--- src/rtl/reg_file_2r1w.sv ---
// 2-read / 1-write register file with a condition-flag bit and a write acknowledge.
// Optional macro REGFILE_BYPASS_EN adds same-cycle write-to-read and flag forwarding.
module reg_file_2r1w #(
  parameter int IW       = 8,
  parameter int AW       = 3,
  parameter int ZERO_REG = 1
) (
  input  logic          i_Clk,
  input  logic          i_Reset,
  input  logic [AW-1:0] i_RdAddrA,
  input  logic [AW-1:0] i_RdAddrB,
  output logic [IW-1:0] o_RdDataA,
  output logic [IW-1:0] o_RdDataB,
  input  logic          i_WrEn,
  input  logic [AW-1:0] i_WrAddr,
  input  logic [IW-1:0] i_WrData,
  input  logic          i_FlagWrEn,
  input  logic          i_FlagIn,
  output logic          o_Flag,
  output logic          o_WrAck
);

  localparam int DEPTH = 1 << AW;

  logic [IW-1:0] r_Regs [DEPTH];
  logic          r_Flag;
  logic          r_WrAck;
  logic          w_WrLive;
  logic [IW-1:0] w_StoredA;
  logic [IW-1:0] w_StoredB;

  // A write to the hardwired-zero register is acknowledged but never stored.
  assign w_WrLive = i_WrEn && !((ZERO_REG != 0) && (i_WrAddr == '0));

  for (genvar g = 0; g < DEPTH; g++) begin : g_reg
    always_ff @(posedge i_Clk or posedge i_Reset) begin
      if (i_Reset) begin
        r_Regs[g] <= '0;
      end else if (w_WrLive && (i_WrAddr == AW'(g))) begin
        r_Regs[g] <= i_WrData;
      end
    end
  end

  always_ff @(posedge i_Clk or posedge i_Reset) begin
    if (i_Reset) begin
      r_Flag  <= 1'b0;
      r_WrAck <= 1'b0;
    end else begin
      if (i_FlagWrEn) begin
        r_Flag <= i_FlagIn;
      end
      r_WrAck <= i_WrEn;
    end
  end

  always_comb begin
    w_StoredA = r_Regs[i_RdAddrA];
    w_StoredB = r_Regs[i_RdAddrB];
    if ((ZERO_REG != 0) && (i_RdAddrA == '0)) w_StoredA = '0;
    if ((ZERO_REG != 0) && (i_RdAddrB == '0)) w_StoredB = '0;
  end

`ifdef REGFILE_BYPASS_EN
  // Forwarding is suppressed during reset so outputs stay at their reset values.
  assign o_RdDataA = (!i_Reset && w_WrLive && (i_WrAddr == i_RdAddrA)) ? i_WrData : w_StoredA;
  assign o_RdDataB = (!i_Reset && w_WrLive && (i_WrAddr == i_RdAddrB)) ? i_WrData : w_StoredB;
  assign o_Flag    = (!i_Reset && i_FlagWrEn) ? i_FlagIn : r_Flag;
`else
  assign o_RdDataA = w_StoredA;
  assign o_RdDataB = w_StoredB;
  assign o_Flag    = r_Flag;
`endif

  assign o_WrAck = r_WrAck;

endmodule
--- config.mk ---
export PLATFORM = sky130hd
export DESIGN_NAME = reg_file_2r1w
export DESIGN_NICKNAME = d
export VERILOG_FILES = /design/src/rtl/reg_file_2r1w.sv
export SDC_FILE = /design/constraint.sdc
export NUM_CORES = 1
export LEC_CHECK = 0
export ABC_AREA = 1
export CORE_AREA = 2 2 91 93
export DETAILED_ROUTE_END_ITERATION = 8
export DIE_AREA = 0 0 93 95
export GPL_ROUTABILITY_DRIVEN = 1
export GPL_TIMING_DRIVEN = 0
export PLACE_DENSITY = 0.77
export SETUP_SLACK_MARGIN = 0.05
export SYNTH_ARGS = -nofsm -noshare
export SYNTH_HDL_FRONTEND = slang
export SYNTH_SLANG_ARGS = --single-unit
--- constraint.sdc ---
create_clock -name i_Clk -period 1.8 [get_ports i_Clk]
set_input_delay 0.27 -clock i_Clk [delete_from_list [all_inputs] [get_ports i_Clk]]
set_output_delay 0.27 -clock i_Clk [all_outputs]
set_load 0.05 [all_outputs]
==> results of run 1 <==
==> metal layers <==
metal  share of wire  global-route usage
met4           0.040              0.1654
met5               0                   0
met1            0.41              0.3513
met2            0.47              0.4517
met3           0.079             0.05507
==> flip-flops by register name, indices dropped and copies added (netlist names) <==
| register | count |
|---|---|
| o_Flag | 1 |
| o_WrAck | 1 |
| r_Regs | 64 |
==> logic make-up (layout without fill, tap and decap cells) <==
| kind of cell | count (synthesis) | in the layout |
|---|---|---|
| flip-flops | 66 | 66 |
| buffers and inverters | 118 | 173 |
| AND/OR/NAND/NOR | 295 | 295 |
| AO/OA/AOI/OAI | 81 | 81 |
| multiplexers | 1 | 1 |
==> power groups by stage <==
stage / Sequential [mW] / Clock (mW) / Combinational, mW
after floorplan: 1.86 / 0 / 0.867
after global placement: 1.88 / 0 / 1.19
after detailed placement: 1.89 / 0 / 1.24
after CTS: 1.87 / 1.17 / 1.22
after global routing: 1.90 / 1.23 / 1.43
final: 1.87 / 1.15 / 1.29
==> how the worst max path moves through the flow <==
stage / endpoint / from
final: o_RdDataA[5] / i_RdAddrA[1]
after global routing: o_RdDataA[4] / r_Regs[12]
after CTS: o_RdDataB[3] / i_RdAddrB[0]
after detailed placement: o_RdDataB[3] / i_RdAddrB[0]
after global placement: o_RdDataB[3] / i_RdAddrB[0]
after floorplan: o_RdDataB[1] / i_RdAddrB[1]
==> cells in the mapped netlist (all sizes together) (2+ instances only) <==
| master | n | area [um^2] |
|---|---|---|
| nand3 | 52 | 260.3 |
| nor2 | 25 | 93.84 |
| dfrtp | 66 | 1652 |
| buf | 25 | 136.4 |
| clkinv | 2 | 7.510 |
| o211ai | 24 | 180.2 |
| clkbuf | 12 | 45.04 |
| nand2 | 217 | 814.5 |
| o21ai | 56 | 280.3 |
| inv | 79 | 296.5 |
==> stage by stage <==
step / power [mW] / instances / hold slack, ps / instance area (um^2) / util
2_1_floorplan: 2.731 / 561 / 301.4 / 3826 / -
3_3_place_gp: 3.074 / 701 / 442.9 / 4308 / 0.5434
3_5_place_dp: 3.130 / 703 / 448.6 / 4355 / 0.5494
4_1_cts: 4.251 / 719 / 275.0 / 4511 / 0.5690
5_1_grt: 4.561 / 721 / 316.3 / 4592 / 0.5792
6_report: 4.313 / 721 / 268.9 / 4592 / 0.5792
==> cell type report <==
type | count | area (um^2)
Buffer | 37 | 216.5
Clock buffer | 10 | 137.6
Clock inverter | 6 | 42.54
Fill cell | 761 | 3336
Inverter | 81 | 312.8
Multi-Input combinational cell | 377 | 1700
Sequential cell | 66 | 1652
Tap cell | 105 | 131.4
Timing Repair Buffer | 39 | 399.1
==> worst max-delay path, cell delays in order <==
cell and delay, ps:
sky130_fd_sc_hd__buf_4 160, sky130_fd_sc_hd__clkinv_2 130, sky130_fd_sc_hd__buf_2 260, sky130_fd_sc_hd__nand3_1 120
sky130_fd_sc_hd__nand3_1 90, sky130_fd_sc_hd__nand2_1 70, sky130_fd_sc_hd__nor2_2 160, sky130_fd_sc_hd__buf_6 170
==> repair_timing <==
action | in CTS | in global routing
endpoints found under the setup margin | 18 | 16
setup buffers | 0 | 2
hold buffers | 0 | 0
gates cloned | 0 | 0
gates resized for setup | 106 | 38
hold endpoints to repair | 0 | 0
pin swaps | 0 | 5
==> tab_implementation.tex, run 1 <==
\begin{tabular}{lr}
\hline
Metric & Value \\
\hline
\multicolumn{2}{l}{\textbf{Critical path}} \\
\quad Register-to-Register Path Depth & 3 \\
\quad Largest fanout on the critical path & 10 \\
\quad Crit Reg-Reg Startpoint & r\_Regs[12] \\
\quad Critical Path RT & 1530 ps \\
\quad Capture point of the worst reg-to-reg path & r\_Regs[12] \\
\quad FF-to-FF setup slack & 1010 ps \\
\quad Critical path launch point type & input pin \\
\quad Signal arrival time at the worst endpoint & 1440 ps \\
\quad Nature of the critical path endpoint & output port \\
\quad Critical setup path kind & input pin to output port \\
\multicolumn{2}{l}{\textbf{Floorplan}} \\
\quad Placeable core region & 0.007928 mm\^{}2 \\
\quad IO Pins & 40 \\
\quad Num rows & 33 \\
\quad Vertical extent of the die & 95 um \\
\quad Overall die area & 0.008835 mm\^{}2 \\
\quad Die outline width & 93 um \\
\quad Initial cell density of the core & 0.4796 \\
\multicolumn{2}{l}{\textbf{Clocking}} \\
\quad Total number of H-tree levels & 3 \\
\quad Clk\_lat worst skew & 360 ps \\
\quad Clock slew at reported path FFs & 80 ps \\
\quad Clock tree from TritonCTS & done \\
\quad CTS Sinks & 66 \\
\quad Clock Tree Root & sky130\_fd\_sc\_hd\_\_clkbuf\_8 \\
\quad Deepest clock path buffer count & 2 \\
\quad CTS buffer count & 9 \\
\multicolumn{2}{l}{\textbf{Timing}} \\
\quad Period utilization & 0.9490 \\
\quad Setup repair after global routing missed its margin & yes \\
\quad Rel. slew slack & 0.6724 \\
\quad Count of final hold-check violations & 0 \\
\quad Final critical path time including I/O delays and setup & 1708 ps \\
\quad Worst Slack Setup Final & 91.71 ps \\
\quad Max-slew violations & 0 \\
\quad Number of setup violations in the final report & 0 \\
\quad Setup clock skew after layout & 0 ps \\
\quad Sum Neg Setup Slack & 0 ps \\
\quad Actual slew at the worst max-slew pin & 493.4 ps \\
\quad Peak Freq & 585.4 MHz \\
\multicolumn{2}{l}{\textbf{Detailed routing}} \\
\quad Average wire per cell in the routed design & 15.78 um \\
\quad Number of vias after detailed routing & 3889 \\
\quad Final ANT Viol Nets & 0 \\
\quad DRC Markers & 0 \\
\quad Detail-routed via count per cell & 5.394 \\
\quad Number of DRC markers after the initial detailed-route iteration & 350 \\
\quad Total detailed-routing wirelength & 11380 um \\
\quad First-pass DRT Iterations & 5 \\
\multicolumn{2}{l}{\textbf{Power and ir drop}} \\
\quad IR Drop Worst-Case VDD & 0.0003683 V \\
\quad Internal power & 2.710 mW \\
\quad Power Dens Cells & 939.2 mW/mm\^{}2 \\
\quad Switching share of power & 0.3717 \\
\quad Share of power burned in combinational logic & 0.298 \\
\quad Static leakage power & 2.437 nW \\
\quad Fraction of power consumed by the clock network & 0.267 \\
\quad Proportion of power drawn by flip-flops and latches & 0.435 \\
\quad Net switching power & 1.603 mW \\
\multicolumn{2}{l}{\textbf{Final layout}} \\
\quad Antenna cells & 0 \\
\quad Commonest non-fill, non-tap cell in the layout & sky130\_fd\_sc\_hd\_\_nand2\_1 \\
\quad Proportion of layout cells with a drive suffix above 1 & 0.1380 \\
\quad Growth of design area from synthesis to finish & 20.76\% \\
\quad Leading cell types in the layout, fill and taps excluded & 216 x sky130\_fd\_sc\_hd\_\_nand2\_1, 73 x sky130\_fd\_sc\_hd\_\_inv\_1, 66 x sky130\_fd\_sc\_hd\_\_dfrtp\_1 \\
\quad Net count of the finished layout & 633 \\
\multicolumn{2}{l}{\textbf{Synthesis}} \\
\quad EDFF count, synth & 0 \\
\quad Largest family of logic cells by synthesized area & simple AND/OR/NAND/NOR gates \\
\quad Mux share of post-synthesis cell area & 0.002962 \\
\quad Part of the Yosys area used for sequential elements & 0.4344 \\
\quad Async S/R FF share, synth & 1.000 \\
\quad Cells after synthesis & 561 \\
\quad Number of warnings printed during yosys synthesis & 0 \\
\quad Fraction of synthesized cell area in xor and xnor cells & 0 \\
\quad Primary FF master, synth & sky130\_fd\_sc\_hd\_\_dfrtp\_1 \\
\quad Post-synthesis register bit count & 66 \\
\quad Number of distinct library cells after synthesis & 17 \\
\quad Avg Cell Area, Syn & 6.778 um\^{}2 \\
\quad Synthesized-area fraction occupied by ao, oa, aoi and oai cells & 0.1234 \\
\quad Post-synthesis cell area & 0.003802 mm\^{}2 \\
\quad Simple logic cell fraction of the synthesized area & 0.3116 \\
\quad Net count of the mapped netlist & 583 \\
\quad Fraction of the mapped netlist area in adder cells & 0 \\
\multicolumn{2}{l}{\textbf{Global route}} \\
\quad Number of global-route vias before repair & 3916 \\
\quad Number of antenna violations at the first check in global routing & 0 \\
\quad Total Routing Usage GR & 0.2802 \\
\quad Wire length of the first global-routing pass & 18930 um \\
\quad Total congestion overflow after global routing & 0 \\
\quad Largest net degree at the start of global routing & 25 \\
\multicolumn{2}{l}{\textbf{Run}} \\
\quad Max capacitance violation total & 0 \\
\multicolumn{2}{l}{\textbf{Min path}} \\
\quad Hold/Removal Path Class & input pin to asynchronous set/reset pin \\
\multicolumn{2}{l}{\textbf{Run status}} \\
\quad Status & complete, no violations \\
\multicolumn{2}{l}{\textbf{Placement}} \\
\quad Gpl congestion & 0.9276 \\
\quad Port buffer count & 35 \\
\quad Sum of net half-perimeters after detailed placement & 8283 um \\
\quad Pre-CTS setup slack & -972.5 ps \\
\hline
\end{tabular}
No activity file was read; power rests on OpenSTA's default activity.
==> inputs of run 2 (changes only) <==
Settings changed: CTS_BUF_LIST from default to sky130_fd_sc_hd__clkbuf_8, GPL_ROUTABILITY_DRIVEN 1 to 0.
==> run 2 against run 1 <==
Effect of this change:
- via count is 0.90% lower
- cell count down 0.28%
- worst hold slack better by 110 ps
- clock-buffer cell count is 1 lower
- combinational power is essentially flat
- critical endpoint unchanged
- highest routed layer unchanged
==> tab_implementation.tex, run 2 (synthesized netlist as in run 1, its figures left out) <==
\begin{tabular}{lr}
\hline
Metric & Value \\
\hline
\multicolumn{2}{l}{\textbf{Timing}} \\
\quad Peak Freq & 591.8 MHz (+1.1\%) \\
\quad Period utilization & 0.9387 (-0.01035) \\
\quad Count of final hold-check violations & 0 (unchanged) \\
\quad Final critical path time including I/O delays and setup & 1690 ps (-18.63 ps) \\
\quad Setup repair after global routing missed its margin & yes \\
\quad Max-slew violations & 0 (unchanged) \\
\quad Number of setup violations in the final report & 0 (unchanged) \\
\quad Worst Slack Setup Final & 110.3 ps (+18.63 ps) \\
\quad Setup clock skew after layout & 0 ps (unchanged) \\
\quad Actual slew at the worst max-slew pin & 732.5 ps (+239.2 ps) \\
\quad Rel. slew slack & 0.5106 (-0.1618) \\
\multicolumn{2}{l}{\textbf{Critical path}} \\
\quad Register-to-Register Path Depth & 1 (-2) \\
\quad Critical setup path kind & flip-flop to output port \\
\quad Signal arrival time at the worst endpoint & 1420 ps (-20 ps) \\
\quad Largest fanout on the critical path & 3 (-7) \\
\quad Crit. Startpoint & r\_Regs[13] \\
\quad Crit Reg-Reg Startpoint & o\_Flag \\
\quad Critical path launch point type & flip-flop \\
\quad FF-to-FF setup slack & 1060 ps (+50 ps) \\
\quad Nature of the critical path endpoint & output port \\
\quad Critical Path RT & 1530 ps (about the same) \\
\quad CP endpoint & o\_RdDataA[5] \\
\quad Capture point of the worst reg-to-reg path & o\_Flag \\
\multicolumn{2}{l}{\textbf{Final layout}} \\
\quad Leading cell types in the layout, fill and taps excluded & 217 x sky130\_fd\_sc\_hd\_\_nand2\_1, 79 x sky130\_fd\_sc\_hd\_\_inv\_1, 66 x sky130\_fd\_sc\_hd\_\_dfrtp\_1 \\
\quad Final standard cell count with taps included and fillers excluded & 719 (-0.28\%) \\
\quad Largest register by flop count & r\_Regs \\
\quad Growth of design area from synthesis to finish & 20.07\% \\
\quad Utilization after layout & 0.5759 (-0.003315) \\
\quad Proportion of layout cells with a drive suffix above 1 & 0.1254 (-0.01258) \\
\quad Antenna cells & 0 (unchanged) \\
\quad Commonest non-fill, non-tap cell in the layout & sky130\_fd\_sc\_hd\_\_nand2\_1 \\
\quad Number of flip-flops in the largest register & 64 (unchanged) \\
\quad Net count of the finished layout & 631 (-0.32\%) \\
\quad Filler instances & 731 (-3.9\%) \\
\multicolumn{2}{l}{\textbf{Run status}} \\
\quad Status & complete, no violations \\
\multicolumn{2}{l}{\textbf{Global route}} \\
\quad Wire length of the first global-routing pass & 18660 um (-1.4\%) \\
\quad Number of global-route vias before repair & 3862 (-1.4\%) \\
\quad Total Routing Usage GR & 0.2751 (-0.005062) \\
\quad Largest net degree at the start of global routing & 35 (+40\%) \\
\quad Number of antenna violations at the first check in global routing & 0 (unchanged) \\
\quad Total congestion overflow after global routing & 0 (unchanged) \\
\multicolumn{2}{l}{\textbf{Clocking}} \\
\quad Clock Tree Root & sky130\_fd\_sc\_hd\_\_clkbuf\_8 \\
\quad Clock slew at reported path FFs & 70 ps (about the same) \\
\quad Clk\_lat worst skew & 350 ps (about the same) \\
\quad Deepest clock path buffer count & 2 (unchanged) \\
\quad Total number of H-tree levels & 3 (unchanged) \\
\quad Clock tree from TritonCTS & done \\
\quad CTS buffer count & 9 (unchanged) \\
\quad CTS Sinks & 66 (unchanged) \\
\quad Hold\_buf cts & 0 (unchanged) \\
\multicolumn{2}{l}{\textbf{Placement}} \\
\quad Port buffer count & 35 (unchanged) \\
\quad Sum of net half-perimeters after detailed placement & 8025 um (-3.1\%) \\
\quad Placed Instances & 702 (-0.14\%) \\
\quad Pre-CTS setup slack & -977.8 ps (-5.351 ps) \\
\multicolumn{2}{l}{\textbf{Detailed routing}} \\
\quad Final ANT Viol Nets & 0 (unchanged) \\
\quad DRC Markers & 0 (unchanged) \\
\quad Number of DRC markers after the initial detailed-route iteration & 300 (-14\%) \\
\quad First-pass DRT Iterations & 5 (unchanged) \\
\quad Total detailed-routing wirelength & 11260 um (-1.0\%) \\
\quad Number of vias after detailed routing & 3854 (-0.90\%) \\
\quad Average wire per cell in the routed design & 15.66 um (-0.74\%) \\
\quad Detail-routed via count per cell & 5.360 (-0.62\%) \\
\multicolumn{2}{l}{\textbf{Power and ir drop}} \\
\quad Power Dens Cells & 954.6 mW/mm\^{}2 (+1.6\%) \\
\quad Static leakage power & 2.445 nW (+0.34\%) \\
\quad IR Drop Worst-Case VDD & 0.0004450 V (+21\%) \\
\quad Final total power & 4.359 mW (+1.1\%) \\
\multicolumn{2}{l}{\textbf{Floorplan}} \\
\quad Vertical extent of the die & 95 um (unchanged) \\
\quad IO Pins & 40 (unchanged) \\
\quad Overall die area & 0.008835 mm\^{}2 (unchanged) \\
\quad Num rows & 33 (unchanged) \\
\quad Placeable core region & 0.007928 mm\^{}2 (unchanged) \\
\quad Die outline width & 93 um (unchanged) \\
\quad Initial cell density of the core & 0.4796 (unchanged) \\
\multicolumn{2}{l}{\textbf{Run}} \\
\quad Max capacitance violation total & 0 (unchanged) \\
\multicolumn{2}{l}{\textbf{Min path}} \\
\quad Hold/Removal Path Class & input pin to asynchronous set/reset pin \\
\hline
\end{tabular}
## run 2: how the worst min path moves through the flow
stage,start,end,cells after the start
6_report,i_Reset,r_Regs[14],2
5_1_grt,i_WrEn,o_WrAck,1
4_1_cts,i_Reset,r_Regs[51],2
3_5_place_dp,r_Regs[58],r_Regs[58],1
3_3_place_gp,r_Regs[57],r_Regs[57],1
2_1_floorplan,i_WrEn,o_WrAck,0
## run 2: per-stage QoR
stage	area, um^2	TNS (ps)	hold WS (ps)
floorplan	3826	0	301.4
global placement	4308	-12760	443.0
detailed placement	4328	-11920	451.2
CTS	4522	0	401.3
global route	4566	0	415.7
finish	4566	0	376.2
## run 2: final cells by class
cell class,instances,area [um^2],share of cell area
Tap cell,105,131.4,0.02877
Timing Repair Buffer,37,375.4,0.08221
Multi-Input combinational cell,377,1693,0.3708
Buffer,37,215.2,0.04714
Clock inverter,7,62.56,0.01370
Inverter,81,312.8,0.06851
Clock buffer,9,123.9,0.02713
Sequential cell,66,1652,0.3617
## run 2: timing repair
action,4_1_cts,5_1_grt
buffers inserted,1,0
endpoints found under the setup margin,18,16
pin swaps,1,0
gates resized for setup,111,25
## run 2: power breakdown
| group | internal, mW | switching, mW | total, mW |
|---|---|---|---|
| Sequential | 1.72 | 0.149 | 1.87 |
| Combinational | 0.432 | 0.828 | 1.26 |
| Clock | 0.624 | 0.601 | 1.23 |
## run 2: routing by layer
metal / vias to the layer above / wire (um) / GRT usage
li1: 1838 / - / -
met1: 1774 / 4619 / 0.3449
met2: 202 / 5342 / 0.4463
met3: 40 / 873 / 0.05826
met4: 0 / 427 / 0.1495
met5: - / 0 / 0
## run 2: worst max-delay path: stages, from the launching register on
cell                      delay (ps)
sky130_fd_sc_hd__dfrtp_1         390
sky130_fd_sc_hd__inv_1            70
sky130_fd_sc_hd__nand2_1          60
sky130_fd_sc_hd__nand3_1          80
sky130_fd_sc_hd__nand3_1         100
sky130_fd_sc_hd__nand2_1          70
sky130_fd_sc_hd__nor2_2          130
sky130_fd_sc_hd__buf_6           170
